File: config.mk
export PLATFORM = sky130hd
export DESIGN_NAME = freq_meas_ctrl
export DESIGN_NICKNAME = d
export VERILOG_FILES = /design/src/rtl/freq_meas_pkg.sv /design/src/rtl/freq_meas_sync.sv /design/src/rtl/freq_meas_ctrl.sv
export SDC_FILE = /design/constraint.sdc
export NUM_CORES = 1
export LEC_CHECK = 0
export CAP_MARGIN = 5
export CORE_MARGIN = 3
export CORE_UTILIZATION = 55
export CTS_CLUSTER_SIZE = 14
export DETAILED_ROUTE_END_ITERATION = 8
export PLACE_DENSITY = 0.9
export SLEW_MARGIN = 30
export SYNTH_ARGS = -nofsm -noshare
export SYNTH_HDL_FRONTEND = slang
export SYNTH_SLANG_ARGS = --single-unit
File: constraint.sdc
create_clock -name clk -period 3 [get_ports clk]
set_input_delay 0.45 -clock clk [delete_from_list [all_inputs] [get_ports clk]]
set_output_delay 0.45 -clock clk [all_outputs]
set_load 0.03 [all_outputs]
File: src/rtl/freq_meas_pkg.sv
// freq_meas_pkg: shared FSM state type and default timing constants for the frequency-measurement controller
package freq_meas_pkg;
  typedef enum logic [2:0] {IDLE, CLEAR, GATE, HOLD, SAMPLE, DONE} state_t;
  localparam int CLR_CYC_DEF  = 4;
  localparam int HOLD_CYC_DEF = 4;
  localparam int MAX_TRY_DEF  = 8;
endpackage

File: src/rtl/freq_meas_sync.sv
// freq_meas_sync: 2-flop synchroniser for the oscillator count plus equal-consecutive-sample detector
// Ports: clk, reset (sync, active-low), en (sampling window; low restarts the fill),
//        d (async count), vld (comparison is meaningful this cycle), stable (two equal synced samples), q (synced value)
module freq_meas_sync #(
  parameter int N = 8
) (
  input  logic         clk,
  input  logic         reset,
  input  logic         en,
  input  logic [N-1:0] d,
  output logic         vld,
  output logic         stable,
  output logic [N-1:0] q
);
  logic [N-1:0] s1_q, s2_q, p_q;
  logic [1:0]   n_q;
  always_ff @(posedge clk) begin
    if (!reset) begin
      s1_q <= '0;
      s2_q <= '0;
      p_q  <= '0;
      n_q  <= '0;
    end else begin
      s1_q <= d;
      s2_q <= s1_q;
      p_q  <= s2_q;
      n_q  <= !en ? 2'd0 : (n_q == 2'd3) ? n_q : n_q + 2'd1;
    end
  end
  // After three enabled edges both s2_q and p_q hold samples taken inside the window
  assign vld    = en && (n_q == 2'd3);
  assign stable = vld && (s2_q == p_q);
  assign q      = s2_q;
endmodule

File: src/rtl/freq_meas_ctrl.sv
// freq_meas_ctrl: reference-clock controller that clears, gates and samples a ring-oscillator edge counter
// Ports: clk, reset (sync, active-low), start, cont, gate_len, count_in (async) in;
//        meas_clk (clear strobe), meas_en (count window), result, result_valid out; result_ready in; busy, err out
// Option: define FREQ_MEAS_AVG_EN to average 2^AVG_LOG2 passes per result
module freq_meas_ctrl
  import freq_meas_pkg::*;
#(
  parameter int N        = 8,
  parameter int GW       = 16,
  parameter int CLR_CYC  = CLR_CYC_DEF,
  parameter int HOLD_CYC = HOLD_CYC_DEF,
  parameter int MAX_TRY  = MAX_TRY_DEF
`ifdef FREQ_MEAS_AVG_EN
  , parameter int AVG_LOG2 = 2
`endif
) (
  input  logic          clk,
  input  logic          reset,
  input  logic          start,
  input  logic          cont,
  input  logic [GW-1:0] gate_len,
  input  logic [N-1:0]  count_in,
  output logic          meas_clk,
  output logic          meas_en,
  output logic [N-1:0]  result,
  output logic          result_valid,
  input  logic          result_ready,
  output logic          busy,
  output logic          err
);
  localparam int TW = $clog2(MAX_TRY + 1);
  state_t        state_q, state_d;
  logic [GW-1:0] cnt_q, cnt_d, gl_q, gl_d;
  logic [TW-1:0] try_q, try_d;
  logic [N-1:0]  res_q, res_d, smp_val;
  logic          err_q, err_d, mc_q, me_q, rv_q, busy_q;
  logic          smp_vld, smp_stable, fin;
`ifdef FREQ_MEAS_AVG_EN
  localparam int AW = N + AVG_LOG2;
  logic [AW-1:0]       acc_q, acc_d, sum;
  logic [AVG_LOG2-1:0] pass_q, pass_d;
`endif

  freq_meas_sync #(.N(N)) u_sync (
    .clk    (clk),
    .reset  (reset),
    .en     (state_q == SAMPLE),
    .d      (count_in),
    .vld    (smp_vld),
    .stable (smp_stable),
    .q      (smp_val)
  );

  always_comb begin
    state_d = state_q;
    cnt_d   = cnt_q + 1'b1;
    gl_d    = gl_q;
    try_d   = try_q;
    res_d   = res_q;
    err_d   = err_q;
    fin     = 1'b0;
`ifdef FREQ_MEAS_AVG_EN
    acc_d   = acc_q;
    pass_d  = pass_q;
    sum     = acc_q + AW'(smp_val);
`endif
    case (state_q)
      IDLE: begin
        cnt_d = '0;
        if (start) begin
          state_d = CLEAR;
          gl_d    = (gate_len == '0) ? GW'(1) : gate_len;
          err_d   = 1'b0;
        end
      end
      CLEAR: if (cnt_q == GW'(CLR_CYC - 1)) begin
        state_d = GATE;
        cnt_d   = '0;
      end
      GATE: if (cnt_q == gl_q - 1'b1) begin
        state_d = HOLD;
        cnt_d   = '0;
      end
      HOLD: if (cnt_q == GW'(HOLD_CYC - 1)) begin
        state_d = SAMPLE;
        cnt_d   = '0;
        try_d   = '0;
      end
      SAMPLE: begin
        cnt_d = '0;
        if (smp_vld) begin
          fin   = smp_stable || (try_q == TW'(MAX_TRY - 1));
          err_d = err_q || (fin && !smp_stable);
          try_d = try_q + 1'b1;
        end
      end
      DONE: begin
        cnt_d = '0;
        if (result_ready) state_d = cont ? CLEAR : IDLE;
      end
      default: state_d = IDLE;
    endcase
    if (fin) begin
`ifdef FREQ_MEAS_AVG_EN
      // pass_q wraps to zero after the final pass, ready for the next measurement
      pass_d  = pass_q + 1'b1;
      acc_d   = (&pass_q) ? '0 : sum;
      res_d   = (&pass_q) ? sum[AW-1:AVG_LOG2] : res_q;
      state_d = (&pass_q) ? DONE : CLEAR;
`else
      res_d   = smp_val;
      state_d = DONE;
`endif
    end
  end

  // Outputs are decoded from the next state so they change on the same edge as the state
  always_ff @(posedge clk) begin
    if (!reset) begin
      state_q <= IDLE;
      cnt_q   <= '0;
      gl_q    <= '0;
      try_q   <= '0;
      res_q   <= '0;
      err_q   <= 1'b0;
      mc_q    <= 1'b0;
      me_q    <= 1'b0;
      rv_q    <= 1'b0;
      busy_q  <= 1'b0;
`ifdef FREQ_MEAS_AVG_EN
      acc_q   <= '0;
      pass_q  <= '0;
`endif
    end else begin
      state_q <= state_d;
      cnt_q   <= cnt_d;
      gl_q    <= gl_d;
      try_q   <= try_d;
      res_q   <= res_d;
      err_q   <= err_d;
      mc_q    <= (state_d == CLEAR);
      me_q    <= (state_d == GATE);
      rv_q    <= (state_d == DONE);
      busy_q  <= (state_d != IDLE);
`ifdef FREQ_MEAS_AVG_EN
      acc_q   <= acc_d;
      pass_q  <= pass_d;
`endif
    end
  end

  assign meas_clk     = mc_q;
  assign meas_en      = me_q;
  assign result       = res_q;
  assign result_valid = rv_q;
  assign busy         = busy_q;
  assign err          = err_q;
endmodule
Word-level counts from Yosys, hierarchy flattened
Index checks and enable logic that the tools add are counted.

Memory bits (read-only): 0. Latch bits: 0. Bits in writable memories: 0. Output and inout bits: 13. Flip-flop bits (word level): 78. Word-level logic and storage cells: 71. Memories kept: 0.

Reduce and logical (&&, ||, !) cells: 17. Equality and inequality tests: 16. Multipliers: 0. Shift-type cells: 0. $add $sub $neg: 4. Div/mod/pow operators: 0. Multiplexer cells: 20. Magnitude comparators: 0. Bitwise operators: 0.

Operators with widths (number): $mux W16 (3); $pmux W16 S3 (1); $mux W3 (6); $pmux W3 S6 (1); $add A16 B1 Y16 const B (1); $eq A16 B16 Y1 (1); $eq A16 B2 Y1 const B (1); $logic_not A16 Y1 (1); $sub A16 B1 Y16 const B (1); $eq A3 B2 Y1 const B (3); $eq A3 B3 Y1 const B (3); $eq A8 B8 Y1 (1); $mux W4 (2); $pmux W4 S2 (1); $eq A3 B1 Y1 const B (2); $ne A2 B2 Y1 const B (3); $reduce_and A3 Y1 (2); $mux W1 (5); $add A4 B1 Y4 const B (1); $eq A4 B3 Y1 const B (1); $reduce_and A2 Y1 (2); $reduce_bool A2 Y1 (2); $logic_and A1 B1 Y1 (3); $logic_not A3 Y1 (1); 8 further kinds (9).

Logic depth before layout (Yosys ltp)
Depth after elaboration: 8. Depth in mapped cells: 11. Gate-level depth less buffers: 9.

By module
From an unflattened synthesis, not the netlist that was laid out.

Cell total of the unflattened synthesis: 387. Area total of the unflattened synthesis: 3548.4 sq um.

Modules (own cells, without submodules): freq_meas_ctrl (seq. area each 1041.0 sq um, area an instance 2718.9 sq um, times used 1, cells each 316); freq_meas_sync (seq. area each 520.5 sq um, area an instance 829.5 sq um, times used 1, cells each 71).

Worst setup path before layout
OpenSTA, ideal clock, no wires.

Path kind: reg-to-reg. From: register gl_q[0]. To: register cnt_q[9]. Arrival time: 2526 ps. Required time: 2885 ps. Path buffers: 2. Setup slack: 360 ps. Setup time: 115 ps. Stages on the path, launching flop included: 12. Cells stage by stage: dfxtp_1 > inv_1 > ha_1 > or4b_1 > clkbuf_1 > nor3_1 > mux2_2 > a22oi_1 > nand4_2 > a41oi_4 > buf_6 > nor2_1.

Cells in the longest elaborated chain, start to end: 4.

RTL lines: start: declaration (line freq_meas_ctrl.sv:33) `logic [GW-1:0] cnt_q, cnt_d, gl_q, gl_d;`; start signal: assignment (line freq_meas_ctrl.sv:137) `gl_q <= gl_d;`; $sub A16 B1 Y16 (line freq_meas_ctrl.sv:80) `GATE: if (cnt_q == gl_q - 1'b1) begin`; $eq A16 B16 Y1 (line freq_meas_ctrl.sv:80); $mux W16 (line freq_meas_ctrl.sv:80); $pmux W16 S3 (line freq_meas_ctrl.sv:67) `case (state_q)`; end signal: assignment (line freq_meas_ctrl.sv:136) `cnt_q <= cnt_d;`; end: declaration (line freq_meas_ctrl.sv:33).

No other way between the ends. A chain may end at the register's enable or synchronous reset.

Worst setup path in the final report
From: register gl_q[0]. To: register cnt_q[15].

Same word-level chain as after synthesis.

==> results.sh <==
export IMPL_status="complete, no violations"
export IMPL_crit_slowest_cell="or4b_1"
export IMPL_hp_class="reg2reg"
export IMPL_cts_path_max_buffers=2
export IMPL_avgSynthCellArea_um2=8.914
export IMPL_seqCellArea_um2=1562
export IMPL_via_per_inst=5.651
export IMPL_synth_seq_area_share_pct=43.58
export IMPL_path_class="reg2reg"
export IMPL_async_flop_share_pct=0
export IMPL_fin_util_pct=69.73
export IMPL_clk_latency_ps=360
export IMPL_synth_cells=402
export IMPL_tritoncts="yes"
export IMPL_design_core_area_um2=6096
export IMPL_grt_first_pass_wirelength_um=13520
export IMPL_layout_drive_gt1_share_pct=6.095
export IMPL_timing_final_crit_share_pct=95.68
export IMPL_finalMaxSlewViolations=0
export IMPL_clock_sinks=78
export IMPL_cp_cell_sequence="inv_1 > ha_1 > or4b_1 > nor3_2 > mux2_2 > a22oi_1 > nand4_2 > a41oi_4 > buf_12 > nor2_1"
export IMPL_fillerInstances=472
export IMPL_crit_family="simple AND/OR/NAND/NOR gates"
export IMPL_ys_seq_elements=78
export IMPL_slew_headroom_pct=55.89
export IMPL_fmax_mhz=348.4
export IMPL_min_period_ps=2870
export IMPL_htreeDepth=3
export IMPL_hold_viol=0
export IMPL_first_global_vias=2929
export IMPL_yosysWarnings=0
export IMPL_fin_worst_skew_ps=6.219
export IMPL_port_buffers=41
export IMPL_antennaDiodeCount=0
export IMPL_clockRootBuffer="clkbuf_8"
export IMPL_synth_edf_count=0
export IMPL_critPathLaunchType="register"
export IMPL_rsz0062_at_grt="no"
export IMPL_end_kind="register"
export IMPL_synthFlopType="dfxtp_1"
export IMPL_synth_distinct_cells=46
export IMPL_grt_overflow=0
export IMPL_syn_num_nets=435
export IMPL_io_pins=42
export IMPL_powerDensity_nw_per_um2=508.3
export IMPL_areaGrowthSynthToFinish_pct=18.61
export IMPL_antenna_found_initial=0
export IMPL_fin_area_um2=4250
export IMPL_grt_max_degree=53
export IMPL_grtUsageTotal_pct=22.79
export IMPL_timing_final_ws_setup_ps=129.5
export IMPL_postRouteAntennaNets=0
export IMPL_place_gp_congestion=0.9342
export IMPL_cap_violations=0
export IMPL_netlist_area_um2=3583
export IMPL_hpwl_um=5689
export IMPL_wl_per_cell_um=15.12
export IMPL_critical_path_required_ps=3250
export IMPL_drc=0
export IMPL_cts_hold_buf=0
export IMPL_arrival_ps=3120
export IMPL_die_area_um2=7519
export IMPL_routed_via_count=2927
export IMPL_path_buf_inv=2
export IMPL_drt_iter0_markers=141
export IMPL_p_leak_uw=0.001564
export IMPL_start_util_pct=58.78
export IMPL_ir_drop_uv=429.7
export IMPL_dpl_cell_area_um2=4023
export IMPL_die_x_um=86.72
export IMPL_slowest_delay_ps=590
export IMPL_setup_viol=0
export IMPL_die_y_um=86.72
export IMPL_firstDrtPassIters=4
export IMPL_multi_input_comb_area_um2=1923
export IMPL_drt_total_wl_um=7834
export IMPL_clk_pin_slew_ps=80
export IMPL_cts_made_buffers=9
export IMPL_final_nets=471
export IMPL_row_count=28
export IMPL_dp_slack_ps=-28.63
export IMPL_worst_pin_slew_ps=661.7
export IMPL_crit_path_max_fanout=16
-- power by group --
part / leakage (µW) / internal, µW / switching (µW)
clock network: 0.0000973 / 390 / 401
logic: 0.000831 / 133 / 135
registers: 0.000636 / 1070 / 35.0
total: 0.00156 / 1590 / 571
-- worst paths after layout --
kind	from	end	slack, ps	depth (start not counted)
worst max-delay path	gl_q[0]$_SDFFE_PN0P_	cnt_q[15]$_SDFF_PN0_	130	10
worst min register to register	u_sync.s1_q[4]$_SDFF_PN0_	u_sync.q[4]$_SDFF_PN0_	440	1
worst max register to register	gl_q[0]$_SDFFE_PN0P_	cnt_q[15]$_SDFF_PN0_	130	10
worst min-delay path	u_sync.s1_q[4]$_SDFF_PN0_	u_sync.q[4]$_SDFF_PN0_	440	1
-- registers in the layout, summed over array words and instances (netlist names), 2 cells and up --
register	flops
try_q	4
u_sync.s1_q	8
state_q	3
u_sync.n_q	2
u_sync.p_q	8
cnt_q	16
gl_q	16
u_sync.q	8
result	8
-- through the flow --
| stage | TNS, ps | std cells | hold WS, ps | power, µW |
|---|---|---|---|---|
| 6_report | 0 | 518 | 437.7 | 2160 |
| 5_1_grt | 0 | 518 | 457.4 | 2246 |
| 4_1_cts | 0 | 517 | 442.8 | 2162 |
| 3_5_place_dp | -118.1 | 501 | 419.2 | 1382 |
| 3_3_place_gp | 0 | 501 | 414.0 | 1367 |
| 2_1_floorplan | 0 | 402 | 411.9 | 1292 |
-- cell usage after synthesis (2+ instances only) --
| cell type | n | area share, % |
|---|---|---|
| dfxtp_1 | 78 | 44 |
| nand2_1 | 43 | 4.5 |
| nor2_1 | 35 | 3.7 |
| and2_1 | 27 | 4.7 |
| xnor2_1 | 24 | 5.9 |
| a21boi_0 | 17 | 3.6 |
| clkbuf_1 | 17 | 1.8 |
| xor2_1 | 17 | 4.2 |
| nand3_1 | 16 | 2.2 |
| nor2b_1 | 16 | 2.8 |
| mux2i_1 | 10 | 2.8 |
| nor4_1 | 10 | 1.7 |
| o21ai_0 | 9 | 1.3 |
| and3_1 | 8 | 1.4 |
| inv_1 | 8 | 0.84 |
| nor3_1 | 8 | 1.1 |
| nand4_1 | 6 | 1.0 |
| a21oi_1 | 5 | 0.70 |
| a31oi_1 | 4 | 0.70 |
| ha_1 | 4 | 1.4 |
| a21o_1 | 3 | 0.63 |
| a22oi_1 | 3 | 0.63 |
| o21a_1 | 3 | 0.63 |
| o31ai_1 | 3 | 0.63 |
| a211oi_1 | 2 | 0.42 |
| a41oi_1 | 2 | 0.49 |
| nand2b_1 | 2 | 0.35 |
| o22ai_1 | 2 | 0.35 |
| or3_1 | 2 | 0.35 |
| or4_1 | 2 | 0.42 |
-- logic make-up (layout without fill, tap and decap cells) --
kind of cell / Yosys count / count (layout) / share of synthesized area [%]
DFF: 78 / 78 / 43.58
xor gates and xnor gates: 41 / 41 / 10.02
and+or+nand+nor: 183 / 183 / 26.43
AOI/OAI and AO/OA: 58 / 58 / 12.39
muxes: 11 / 11 / 3.108
adders and majority gates: 4 / 4 / 1.397
buffers and inverters: 27 / 68 / 3.072
-- final cells by class --
type	instances	share of cell area (%)
repair buffers	44	10.48
clock inverters	6	1.619
inverters	8	0.7065
clock buffers	10	3.003
well taps	75	2.208
multi-input cells	297	45.25
flip-flops and latches	78	36.74
-- layer usage --
metal | part of all wire, % | global-route usage (%) | vias up
met2 | 51 | 39.22 | 80
met1 | 41 | 26.21 | 1374
met3 | 4.9 | 7.129 | 21
met5 | 0 | 0 | -
li1 | - | - | 1452
met4 | 2.6 | 9.207 | 0
-- cells in the final DEF, fill, tap and decap left out, types with 3 or more instances in the layout --
| cell type | instances |
|---|---|
| nor2_1 | 35 |
| a21o_1 | 3 |
| and3_1 | 8 |
| a22oi_1 | 3 |
| nor2b_1 | 16 |
| o31ai_1 | 3 |
| a21boi_0 | 17 |
| nand2_1 | 43 |
| a21oi_1 | 5 |
| nand4_1 | 6 |
| nor3_1 | 7 |
| a31oi_1 | 4 |
| ha_1 | 4 |
| dfxtp_1 | 78 |
| and2_1 | 27 |
| mux2i_1 | 10 |
| xor2_1 | 17 |
| nand3_1 | 16 |
| nor4_1 | 9 |
| o21ai_0 | 8 |
| o21a_1 | 3 |
| xnor2_1 | 24 |
| clkbuf_8 | 9 |
| clkdlybuf4s50_1 | 41 |
| inv_1 | 8 |
-- timing repair --
action                                 CTS  global route
setup endpoints to repair               13            19
endpoints found under the hold margin    0             0
gates resized for setup                  0             3
buffers inserted                         0             1
pin swaps                                1             1
(Power assumes the default switching activity.)
